**config.mk**
```make
export PLATFORM = sky130hd
export DESIGN_NAME = axilite_mmio_slave
export DESIGN_NICKNAME = d
export VERILOG_FILES = /design/src/rtl/axilite_mmio_pkg.sv /design/src/rtl/axilite_mmio_slave_intr_capture.sv /design/src/rtl/axilite_mmio_slave.sv
export SDC_FILE = /design/constraint.sdc
export NUM_CORES = 1
export LEC_CHECK = 0
export BUFFER_PORTS_ARGS = -buffer_cell sky130_fd_sc_hd__buf_2
export CORE_ASPECT_RATIO = 1.2
export CORE_MARGIN = 5
export CORE_UTILIZATION = 45
export CTS_BUF_LIST = sky130_fd_sc_hd__clkbuf_8
export CTS_CLUSTER_SIZE = 30
export DETAILED_ROUTE_END_ITERATION = 12
export PLACE_DENSITY = 0.66
export SLEW_MARGIN = 20
export SYNTH_ARGS = -nofsm -noshare
export SYNTH_HDL_FRONTEND = slang
export SYNTH_SLANG_ARGS = --single-unit
```
**constraint.sdc**
```tcl
create_clock -name uncoreclk -period 4.9 [get_ports uncoreclk]
set_input_delay 0.49 -clock uncoreclk [delete_from_list [all_inputs] [get_ports uncoreclk]]
set_output_delay 0.49 -clock uncoreclk [all_outputs]
set_load 0.1 [all_outputs]
```
**src/rtl/axilite_mmio_pkg.sv**
```systemverilog
// Shared definitions for the AXI4-Lite MMIO slave.
// Contents:
//   reg_off_t       - register offsets, taken from address bits [4:2]
//   RESP_*          - AXI response codes
//   wr_state_t      - write-channel FSM states
//   rd_state_t      - read-channel FSM states
//   fsm_dbg_t       - both FSM states bundled for observation
//   is_writable()   - offsets that accept writes (everything else is SLVERR)
//   merge_strb()    - per-byte write-strobe merge
package axilite_mmio_pkg;

  typedef enum logic [2:0] {
    REG_LED         = 3'd0,  // 0x00 rw
    REG_SCRATCH     = 3'd1,  // 0x04 rw
    REG_CYCLE_LO    = 3'd2,  // 0x08 ro
    REG_CYCLE_HI    = 3'd3,  // 0x0C ro (shadow)
    REG_INTR_STATUS = 3'd4,  // 0x10 rw1c
    REG_INTR_ENABLE = 3'd5,  // 0x14 rw
    REG_ID          = 3'd6,  // 0x18 ro
    REG_UNMAPPED    = 3'd7   // 0x1C
  } reg_off_t;

  localparam logic [1:0] RESP_OKAY   = 2'b00;
  localparam logic [1:0] RESP_SLVERR = 2'b10;

  localparam int INTR_WIDTH = 2;

  typedef enum logic [1:0] {
    W_IDLE    = 2'd0,
    W_GOTADDR = 2'd1,
    W_GOTDATA = 2'd2,
    W_RESP    = 2'd3
  } wr_state_t;

  typedef enum logic {
    R_IDLE = 1'b0,
    R_RESP = 1'b1
  } rd_state_t;

  typedef struct packed {
    wr_state_t wr_state;
    rd_state_t rd_state;
  } fsm_dbg_t;

  function automatic logic is_writable(input reg_off_t off);
    return (off == REG_LED) || (off == REG_SCRATCH) ||
           (off == REG_INTR_STATUS) || (off == REG_INTR_ENABLE);
  endfunction

  function automatic logic [31:0] merge_strb(input logic [31:0] old_val,
                                             input logic [31:0] new_val,
                                             input logic [3:0]  strb);
    logic [31:0] res;
    res = old_val;
    for (int b = 0; b < 4; b++) begin
      if (strb[b]) res[b*8 +: 8] = new_val[b*8 +: 8];
    end
    return res;
  endfunction

endpackage

```
**src/rtl/axilite_mmio_slave_intr_capture.sv**
```systemverilog
// Rising-edge interrupt capture with sticky, write-1-to-clear status bits.
// Ports:
//   clk, rst_n  - clock, asynchronous active-low reset
//   level       - interrupt levels, synchronous to clk
//   clr         - one-cycle clear mask (write-1-to-clear pulse)
//   status      - sticky status, one bit per source
// A new rising edge in the same cycle as a clear keeps the bit set.
module intr_capture #(
  parameter int WIDTH = 2
) (
  input  logic             clk,
  input  logic             rst_n,
  input  logic [WIDTH-1:0] level,
  input  logic [WIDTH-1:0] clr,
  output logic [WIDTH-1:0] status
);

  logic [WIDTH-1:0] level_q;

  always_ff @(posedge clk or negedge rst_n) begin
    if (!rst_n) begin
      level_q <= '0;
      status  <= '0;
    end else begin
      level_q <= level;
      status  <= (status & ~clr) | (level & ~level_q);
    end
  end

endmodule

```
**src/rtl/axilite_mmio_slave.sv**
```systemverilog
// AXI4-Lite MMIO slave: LED, scratch, 64-bit cycle counter, interrupt
// status/enable and a constant ID register.
// Ports:
//   uncoreclk, uncore_rstn     - clock, asynchronous active-low reset
//   s_axilite_aw*/w*/b*/ar*/r* - AXI4-Lite slave channels
//   intrs                      - DMA interrupt levels (synchronous)
//   led                        - LED register value
//   irq                        - OR of enabled, pending status bits
//   fsm_dbg                    - current write/read FSM states
// Handshake rule: a transfer happens on a rising edge where valid and ready
// are both high; valid, once raised by this slave, stays high with stable
// payload until the matching ready is seen. All readies are registered.
// Only address bits [4:2] are decoded.
module axilite_mmio_slave
  import axilite_mmio_pkg::*;
#(
  parameter logic [31:0] ID_VALUE  = 32'h4C56_4E41,
  parameter int          LED_WIDTH = 7   // must not exceed 32
) (
  input  logic                 uncoreclk,
  input  logic                 uncore_rstn,
  input  logic [31:0]          s_axilite_awaddr,
  input  logic                 s_axilite_awvalid,
  output logic                 s_axilite_awready,
  input  logic [31:0]          s_axilite_wdata,
  input  logic [3:0]           s_axilite_wstrb,
  input  logic                 s_axilite_wvalid,
  output logic                 s_axilite_wready,
  output logic [1:0]           s_axilite_bresp,
  output logic                 s_axilite_bvalid,
  input  logic                 s_axilite_bready,
  input  logic [31:0]          s_axilite_araddr,
  input  logic                 s_axilite_arvalid,
  output logic                 s_axilite_arready,
  output logic [31:0]          s_axilite_rdata,
  output logic [1:0]           s_axilite_rresp,
  output logic                 s_axilite_rvalid,
  input  logic                 s_axilite_rready,
  input  logic [1:0]           intrs,
  output logic [LED_WIDTH-1:0] led,
  output logic                 irq,
  output fsm_dbg_t             fsm_dbg
);

  wr_state_t             wr_state;
  rd_state_t             rd_state;
  reg_off_t              aw_off_q;
  logic [31:0]           wdata_q;
  logic [3:0]            wstrb_q;
  logic                  aw_hs, w_hs, ar_hs;
  logic                  wr_commit, wr_ok, wr_en;
  reg_off_t              wr_off, ar_off;
  logic [31:0]           wr_data;
  logic [3:0]            wr_strb;
  logic [LED_WIDTH-1:0]  led_q;
  logic [31:0]           scratch_q;
  logic [1:0]            intr_en_q;
  logic [1:0]            intr_status;
  logic [1:0]            intr_clr;
  logic [63:0]           cycle_cnt;
  logic [31:0]           cycle_hi_shadow;
  logic [31:0]           rd_mux;
  logic                  unused_addr_bits;

  assign unused_addr_bits = ^{s_axilite_awaddr[31:5], s_axilite_awaddr[1:0],
                              s_axilite_araddr[31:5], s_axilite_araddr[1:0]};

  assign aw_hs  = s_axilite_awvalid && s_axilite_awready;
  assign w_hs   = s_axilite_wvalid  && s_axilite_wready;
  assign ar_hs  = s_axilite_arvalid && s_axilite_arready;
  assign ar_off = reg_off_t'(s_axilite_araddr[4:2]);

  assign fsm_dbg = '{wr_state: wr_state, rd_state: rd_state};

  // The write commits on the edge that completes the second of the AW/W
  // handshakes; whichever half arrived earlier comes from its holding reg.
  always_comb begin
    wr_commit = 1'b0;
    wr_off    = reg_off_t'(s_axilite_awaddr[4:2]);
    wr_data   = s_axilite_wdata;
    wr_strb   = s_axilite_wstrb;
    case (wr_state)
      W_IDLE:    wr_commit = aw_hs && w_hs;
      W_GOTADDR: begin
        wr_commit = w_hs;
        wr_off    = aw_off_q;
      end
      W_GOTDATA: begin
        wr_commit = aw_hs;
        wr_data   = wdata_q;
        wr_strb   = wstrb_q;
      end
      default: ;
    endcase
  end

  assign wr_ok    = is_writable(wr_off);
  assign wr_en    = wr_commit && wr_ok;
  assign intr_clr = (wr_en && (wr_off == REG_INTR_STATUS) && wr_strb[0]) ?
                    wr_data[1:0] : 2'b00;

  // Write FSM
  always_ff @(posedge uncoreclk or negedge uncore_rstn) begin
    if (!uncore_rstn) begin
      wr_state          <= W_IDLE;
      s_axilite_awready <= 1'b0;
      s_axilite_wready  <= 1'b0;
      s_axilite_bvalid  <= 1'b0;
      s_axilite_bresp   <= RESP_OKAY;
      aw_off_q          <= REG_LED;
      wdata_q           <= '0;
      wstrb_q           <= '0;
    end else if (wr_commit) begin
      wr_state          <= W_RESP;
      s_axilite_awready <= 1'b0;
      s_axilite_wready  <= 1'b0;
      s_axilite_bvalid  <= 1'b1;
      s_axilite_bresp   <= wr_ok ? RESP_OKAY : RESP_SLVERR;
    end else begin
      case (wr_state)
        W_IDLE: begin
          if (aw_hs) begin
            wr_state          <= W_GOTADDR;
            aw_off_q          <= reg_off_t'(s_axilite_awaddr[4:2]);
            s_axilite_awready <= 1'b0;
            s_axilite_wready  <= 1'b1;
          end else if (w_hs) begin
            wr_state          <= W_GOTDATA;
            wdata_q           <= s_axilite_wdata;
            wstrb_q           <= s_axilite_wstrb;
            s_axilite_awready <= 1'b1;
            s_axilite_wready  <= 1'b0;
          end else begin
            // also raises the readies on the first edge out of reset
            s_axilite_awready <= 1'b1;
            s_axilite_wready  <= 1'b1;
          end
        end
        W_RESP: begin
          if (s_axilite_bready) begin
            wr_state          <= W_IDLE;
            s_axilite_bvalid  <= 1'b0;
            s_axilite_awready <= 1'b1;
            s_axilite_wready  <= 1'b1;
          end
        end
        default: ;  // W_GOTADDR / W_GOTDATA wait for the other half
      endcase
    end
  end

  // Writable registers; reads in the commit cycle still see the old value.
  always_ff @(posedge uncoreclk or negedge uncore_rstn) begin
    if (!uncore_rstn) begin
      led_q     <= '0;
      scratch_q <= '0;
      intr_en_q <= '0;
    end else if (wr_en) begin
      case (wr_off)
        REG_LED:         led_q     <= LED_WIDTH'(merge_strb(32'(led_q), wr_data, wr_strb));
        REG_SCRATCH:     scratch_q <= merge_strb(scratch_q, wr_data, wr_strb);
        REG_INTR_ENABLE: intr_en_q <= 2'(merge_strb(32'(intr_en_q), wr_data, wr_strb));
        default: ;
      endcase
    end
  end

  always_ff @(posedge uncoreclk or negedge uncore_rstn) begin
    if (!uncore_rstn) cycle_cnt <= '0;
    else              cycle_cnt <= cycle_cnt + 64'd1;
  end

  always_comb begin
    rd_mux = '0;
    case (ar_off)
      REG_LED:         rd_mux = 32'(led_q);
      REG_SCRATCH:     rd_mux = scratch_q;
      REG_CYCLE_LO:    rd_mux = cycle_cnt[31:0];
      REG_CYCLE_HI:    rd_mux = cycle_hi_shadow;
      REG_INTR_STATUS: rd_mux = 32'(intr_status);
      REG_INTR_ENABLE: rd_mux = 32'(intr_en_q);
      REG_ID:          rd_mux = ID_VALUE;
      default:         rd_mux = '0;
    endcase
  end

  // Read FSM. Reading CYCLE_LO snapshots the upper counter half so a
  // following CYCLE_HI read is coherent with it.
  always_ff @(posedge uncoreclk or negedge uncore_rstn) begin
    if (!uncore_rstn) begin
      rd_state          <= R_IDLE;
      s_axilite_arready <= 1'b0;
      s_axilite_rvalid  <= 1'b0;
      s_axilite_rdata   <= '0;
      s_axilite_rresp   <= RESP_OKAY;
      cycle_hi_shadow   <= '0;
    end else begin
      case (rd_state)
        R_IDLE: begin
          if (ar_hs) begin
            rd_state          <= R_RESP;
            s_axilite_arready <= 1'b0;
            s_axilite_rvalid  <= 1'b1;
            s_axilite_rdata   <= rd_mux;
            s_axilite_rresp   <= (ar_off == REG_UNMAPPED) ? RESP_SLVERR : RESP_OKAY;
            if (ar_off == REG_CYCLE_LO) cycle_hi_shadow <= cycle_cnt[63:32];
          end else begin
            s_axilite_arready <= 1'b1;
          end
        end
        R_RESP: begin
          if (s_axilite_rready) begin
            rd_state          <= R_IDLE;
            s_axilite_rvalid  <= 1'b0;
            s_axilite_arready <= 1'b1;
          end
        end
        default: rd_state <= R_IDLE;
      endcase
    end
  end

  intr_capture #(
    .WIDTH (INTR_WIDTH)
  ) u_intr_capture (
    .clk    (uncoreclk),
    .rst_n  (uncore_rstn),
    .level  (intrs),
    .clr    (intr_clr),
    .status (intr_status)
  );

  assign led = led_q;
  assign irq = |(intr_status & intr_en_q);

endmodule

```
Word-level counts from Yosys, hierarchy flattened

Cells that the tools add are included.

Register bits: 224
Input port bits: 109
Memories kept: 0
Bits in latches: 0
Bits in writable memories: 0
ROM bits: 0
Output and inout bits: 52

Shifts and indexed selects: 0
Bitwise logic cells: 9
Div/mod/pow operators: 0
Equality and inequality tests: 17
Multiply operators: 0
$add $sub $neg: 1
Reductions and logical operators: 31
Magnitude comparators: 0
Mux-type cells: 33

Operator list:

| kind                                                                   | count |
|---|---|
| 32-bit one-hot mux with 7 select lines                                 | 1 |
| 64-bit by 1-bit adder with 64-bit output (second input constant)       | 1 |
| 32-bit 2-to-1 mux                                                      | 1 |
| 3-bit AND reduction                                                    | 9 |
| 3-bit equality test (second input constant)                            | 6 |
| 1-bit 2-to-1 mux                                                       | 15 |
| 2-bit 2-to-1 mux                                                       | 7 |
| 1-bit one-hot mux with 2 select lines                                  | 5 |
| 2-bit AND reduction                                                    | 4 |
| 1-bit logical AND                                                      | 7 |
| 2-bit bitwise AND                                                      | 3 |
| 3-bit by 1-bit equality test with 1-bit output (second input constant) | 2 |
| 3-bit by 2-bit equality test with 1-bit output (second input constant) | 2 |
| 3-bit logical NOT                                                      | 2 |
| 2-bit equality test (second input constant)                            | 2 |
| 4-bit 2-to-1 mux                                                       | 1 |
| 2-bit inequality test (second input constant)                          | 2 |
| 4-bit inequality test (second input constant)                          | 1 |
| 2-bit NOT                                                              | 2 |
| 2-bit one-hot mux with 2 select lines                                  | 1 |
| 4-bit AND reduction                                                    | 1 |
| 2-bit nonzero test                                                     | 2 |
| 1-bit logical OR                                                       | 3 |
| 3-bit 2-to-1 mux                                                       | 1 |
| 8 further kinds                                                        | 10 |

Depth between registers and ports, before layout

Word-level depth: 13
Mapped depth: 7

Modules after synthesis

A second synthesis with hierarchy kept.

Cells, all modules: 850
Area, all modules: 10118.5 µm²

Modules (own cells, without submodules):

| module             | cells an instance | area each (µm²) | instances |
|---|---|---|---|
| axilite_mmio_slave | 840               | 9978.3          | 1 |
| intr_capture       | 10                | 140.1           | 1 |

Worst setup path before layout

No wires, ideal clock.

Path kind: reg2reg
From: register wr_state[1]
To: register led_q[6] (netlist: led[6])
Stages on the path, launching flop included: 7
Library setup time: 0.126 ns
Arrival: 2.540 ns
Clock period less this slack: 2.666 ns
Slack: 2.234 ns
Cells stage by stage: dfrtp_1 > buf_2 > nor2b_1 > buf_2 > clkbuf_1 > mux2_2 > mux2_2

Longest elaborated chain between the ends: 8
Elaborated cells on any way between the ends: 16

RTL lines:

| what                                                                                | RTL line                                          | source |
|---|---|---|
| start: declaration                                                                  | axilite_mmio_slave.sv:45                          | `wr_state_t wr_state;` |
| start signal: assignment                                                            | axilite_mmio_slave.sv:105                         | `wr_state <= W_IDLE;` |
| start signal: assignment                                                            | axilite_mmio_slave.sv:114                         | `wr_state <= W_RESP;` |
| start signal: assignment                                                            | axilite_mmio_slave.sv:123                         | `wr_state <= W_GOTADDR;` |
| 2-bit by 1-bit equality test with 1-bit output                                      | axilite_mmio_slave.sv:82                          | `case (wr_state)` |
| 3-bit 2-to-1 mux                                                                    | axilite_mmio_slave.sv:82                          |  |
| 3-bit by 1-bit equality test with 1-bit output or 3-bit logical NOT (tied branches) | axilite_mmio_pkg.sv:46, axilite_mmio_slave.sv:159 |  |
| 1-bit logical OR (2 in series)                                                      | axilite_mmio_pkg.sv:46                            | `return (off == REG_LED) \|\| (off == REG_SCRATCH) \|\|` |
| 1-bit logical OR                                                                    | axilite_mmio_pkg.sv:47                            | `(off == REG_INTR_STATUS) \|\| (off == REG_INTR_ENABLE);` |
| 1-bit logical AND                                                                   | axilite_mmio_slave.sv:98                          | `assign wr_en = wr_commit && wr_ok;` |
| 3-bit AND reduction (no source line)                                                | -                                                 |  |
| end signal: assignment                                                              | axilite_mmio_slave.sv:160                         | `REG_LED: led_q <= LED_WIDTH'(merge_strb(32'(led_q), wr_data, wr_strb));` |
| end: declaration                                                                    | axilite_mmio_slave.sv:55                          | `logic [LED_WIDTH-1:0] led_q;` |

Parallel ways exist; a longest one is shown, timed or not.
A chain may end at the register's enable or synchronous reset.

Final worst setup path

From: register wr_state[1]
To: register scratch_q[4]

Longest elaborated chain between the ends: 8
Elaborated cells on any way between the ends: 16

RTL lines:

| what                                                                                | RTL line                                          | source |
|---|---|---|
| 2-bit by 1-bit equality test with 1-bit output                                      | axilite_mmio_slave.sv:82                          |  |
| 3-bit 2-to-1 mux                                                                    | axilite_mmio_slave.sv:82                          |  |
| 3-bit by 1-bit equality test with 1-bit output or 3-bit logical NOT (tied branches) | axilite_mmio_pkg.sv:46, axilite_mmio_slave.sv:159 |  |
| 1-bit logical OR (2 in series)                                                      | axilite_mmio_pkg.sv:46                            |  |
| 1-bit logical OR                                                                    | axilite_mmio_pkg.sv:47                            |  |
| 1-bit logical AND                                                                   | axilite_mmio_slave.sv:98                          |  |
| 3-bit AND reduction (no source line)                                                | -                                                 |  |
| end signal: assignment                                                              | axilite_mmio_slave.sv:161                         | `REG_SCRATCH: scratch_q <= merge_strb(scratch_q, wr_data, wr_strb);` |
| end: declaration                                                                    | axilite_mmio_slave.sv:56                          | `logic [31:0] scratch_q;` |

Parallel ways exist; a longest one is shown, timed or not.

==> flow_summary_export.csv <==
group,metric,value,unit
clocking,cts_hold_buf,0,
global_routing,grt-ovfl-total,0,
clocking,cts_max_level,2,
worst_setup_path,path_class,"reg2reg",
floorplan,initial_core_util,0.457,
sta,fmax,0.379,GHz
floorplan,die_area,25800,µm²
yosys,syn-mean-instance-area,12.4,µm²
sta,finalHoldWorstSlack,-0.0324,ns
yosys,synth-edff-count,0,
sta,slew_headroom,0.470,
clocking,clock_latency,0.50,ns
worst_setup_path,cp_data_required_time,5.28,ns
worst_setup_path,reg2reg_to,"scratch_q[4]$_DFFE_PN0P_",
placement,portBuffers,100,
clocking,clockRootBuffer,"clkbuf_8",
global_routing,grt.total_usage,0.176,
outcome,violations,"hold timing",
yosys,ys_seq_area_frac,0.544,
worst_setup_path,crit_family,"simple AND/OR/NAND/NOR gates",
pwr,cellLeakagePower,5.65,nW
global_routing,grt_pass1_wl,37600,µm
routing,first_pass_iters,4,
clocking,ctsResizeCount,0,
sta,tightest_slew,0.788,ns
clocking,cts_buffer_depth,3,
clocking,clock_sinks,222,
placement,dp_cells,1173,
clocking,post_cts_buffers,0,
pwr,total_power,6.33,mW
yosys,synthFlopType,"dfrtp_1",
routing,wirelength,22700,µm
sta,rsz0062_at_grt,"no",
yosys,synth_seq_cells,222,
yosys,synthCells,821,
worst_setup_path,worst-path-buf-inv,0,
floorplan,coreArea,22400,µm²
yosys,yosysWarnings,0,
worst_setup_path,reg2reg_slack,2.26,ns
sta,finalHoldViolations,14,
finish,diodes,0,
clocking,cts_tree,"built",
global_routing,grt_pass1_vias,7011,
finish,fillers,1948,
placement,dp_hpwl,15700,µm
worst_setup_path,crit_path_cell_trace,"nor2b_4 > a32o_1 > nand2_1 > nor2_2 > mux2_2",
routing,via_per_inst,5.53,
worst_setup_path,worst_setup_path_start_kind,"flip-flop",
yosys,synthesis.area,10200,µm²
floorplan,die_y,175,µm
flow_run,drv_cap,0,
worst_setup_path,rr_startpoint,"wr_state[1]$_DFFE_PN0P_",
sta,drv_slew,0,
sta,clock_skew,0.0148,ns
sta,finalSetupTns,0,ns
outcome,status,"finished with violations",
sta,min_period,2.64,ns
worst_setup_path,cp-end-kind,"flip-flop",
worst_setup_path,cp_slowest_cell,"nor2b_4",
finish,nNetsFinal,1042,
routing,num_vias,6824,
worst_setup_path,arrival,3.01,ns
placement,gp_congestion,0.810,
pwr,p_per_area,541,nW/µm²
routing,drtIter0Drc,422,
min_path,hold_class,"in2async",
sta,finalCritPeriodShare,0.538,
pwr,ir_drop,0.000411,V
finish,drive_gt1_frac,0.369,
worst_setup_path,slowest_delay,0.73,ns
finish,areaGrowthSynthToFinish,14.5,%
global_routing,grt_antenna_before_repair,0,
sta,setup_viol,0,
worst_setup_path,reg2regPathDepth,5,
floorplan,fp-row-count,60,
finish,finalNonFillerCells,1235,
clocking,cts.clk_slew.worst_paths,0.06,ns
yosys,yosys.cell_types.count,48,
floorplan,io_pins,161,
routing,drc_errors,0,
finish,stdcell_area,11700,µm²
yosys,async_reset_ff_frac,1.00,
worst_setup_path,cp.depth,5,
placement,postPlaceCellArea,11000,µm²
worst_setup_path,crit_fanout,24,
global_routing,grt_max_degree,91,
routing,ant_nets,0,
floorplan,die_x,148,µm
clocking,cts_buffers,36,
routing,post_drt_wl_per_cell,18.4,µm
synth_stat cells, types with 18 or more instances:
master	instances	area share
o21ai_0	29	0.014
nor2_1	38	0.014
nand2_1	55	0.020
inv_1	19	0.0070
nor3_1	21	0.010
mux2_2	158	0.17
dfrtp_1	222	0.54
a22o_1	18	0.015
xor2_1	39	0.033
nand3_1	20	0.0098
xnor2_1	23	0.020
final cells by class:
class	count	area, µm²	share of cell area
flip-flops and latches	222	5560	0.475
multi-input cells	544	4440	0.380
clock buffers	47	647	0.0553
repair buffers	109	578	0.0494
well taps	279	349	0.0298
inverters	19	71.3	0.00609
clock inverters	15	60.1	0.00513
metal layers:
layer	vias to the layer above	routed length (µm)	track usage
li1	3181	-	-
met1	3444	10400	0.251
met2	157	10800	0.281
met3	42	1020	0.0241
met4	0	560	0.0559
met5	-	0	0
how the worst max path moves through the flow:
stage | start | end
floorplan | wr_state[1]$_DFFE_PN0P_ | led[6]$_DFFE_PN0P_
global placement | wr_state[1]$_DFFE_PN0P_ | scratch_q[4]$_DFFE_PN0P_
detailed placement | wr_state[1]$_DFFE_PN0P_ | scratch_q[7]$_DFFE_PN0P_
CTS | wr_state[1]$_DFFE_PN0P_ | scratch_q[4]$_DFFE_PN0P_
global route | wr_state[1]$_DFFE_PN0P_ | scratch_q[5]$_DFFE_PN0P_
finish | wr_state[1]$_DFFE_PN0P_ | scratch_q[4]$_DFFE_PN0P_
cells in the final DEF, fill, tap and decap left out, types with 7 or more instances in the layout:
| cell type | Yosys | routed |
|---|---|---|
| nand2_1 | 55 | 55 |
| nand3_1 | 20 | 19 |
| a22o_1 | 18 | 18 |
| buf_2 | 11 | 99 |
| clkbuf_8 | 0 | 47 |
| nor4_1 | 10 | 10 |
| nand2b_1 | 7 | 7 |
| a21oi_1 | 9 | 9 |
| nor2_1 | 38 | 38 |
| mux2_2 | 158 | 158 |
| mux2i_1 | 16 | 16 |
| o21ai_0 | 29 | 29 |
| dfrtp_1 | 222 | 222 |
| xor2_1 | 39 | 39 |
| xnor2_1 | 23 | 23 |
| inv_1 | 19 | 31 |
| nand4_1 | 13 | 13 |
| a22oi_1 | 16 | 16 |
| o22ai_1 | 13 | 13 |
| buf_4 | 3 | 9 |
| nor3_1 | 21 | 20 |
worst reg2reg max path, cell delays in order, from the launching register on:
cell and delay [ns]:
dfrtp_1 0.55, nor2b_4 0.73, a32o_1 0.29, nand2_1 0.11, nor2_2 0.44, mux2_2 0.40
registers in the layout, summed over array words and instances (netlist names), 2 cells and up:
signal                  count
cycle_cnt                  64
cycle_hi_shadow            32
s_axilite_rdata            32
scratch_q                  32
wdata_q                    32
led                         7
wstrb_q                     4
aw_off_q                    3
intr_en_q                   2
u_intr_capture.level_q      2
u_intr_capture.status       2
wr_state                    2
metrics by stage:
step | util | worst slack [ns] | hold WS (ns)
2_1_floorplan | - | 2.23 | 0.194
3_3_place_gp | 0.491 | 2.25 | 0.408
3_5_place_dp | 0.491 | 2.26 | 0.424
4_1_cts | 0.523 | 2.23 | 0.00979
5_1_grt | 0.523 | 2.11 | 0.0123
6_report | 0.523 | 2.26 | -0.0324
report_power, final:
part | switching (mW) | internal [mW]
Clock | 0.706 | 0.855
Combinational | 1.56 | 0.689
Sequential | 0.274 | 2.25
Total | 2.54 | 3.80
kinds of logic (layout without fill, tap and decap cells):
kind of cell               after synthesis  after routing  share of synthesized area
DFF                                    222            222                      0.544
and+or+nand+nor                        206            206                      0.118
muxes                                  178            178                      0.199
AOI/OAI and AO/OA                       95             95                     0.0612
xor gates and xnor gates                62             62                     0.0531
buffers and inverters                   56            190                     0.0238
adders and majority gates                1              1                    0.00122
other                                    1              2                   0.000367
(Power assumes the default switching activity.)
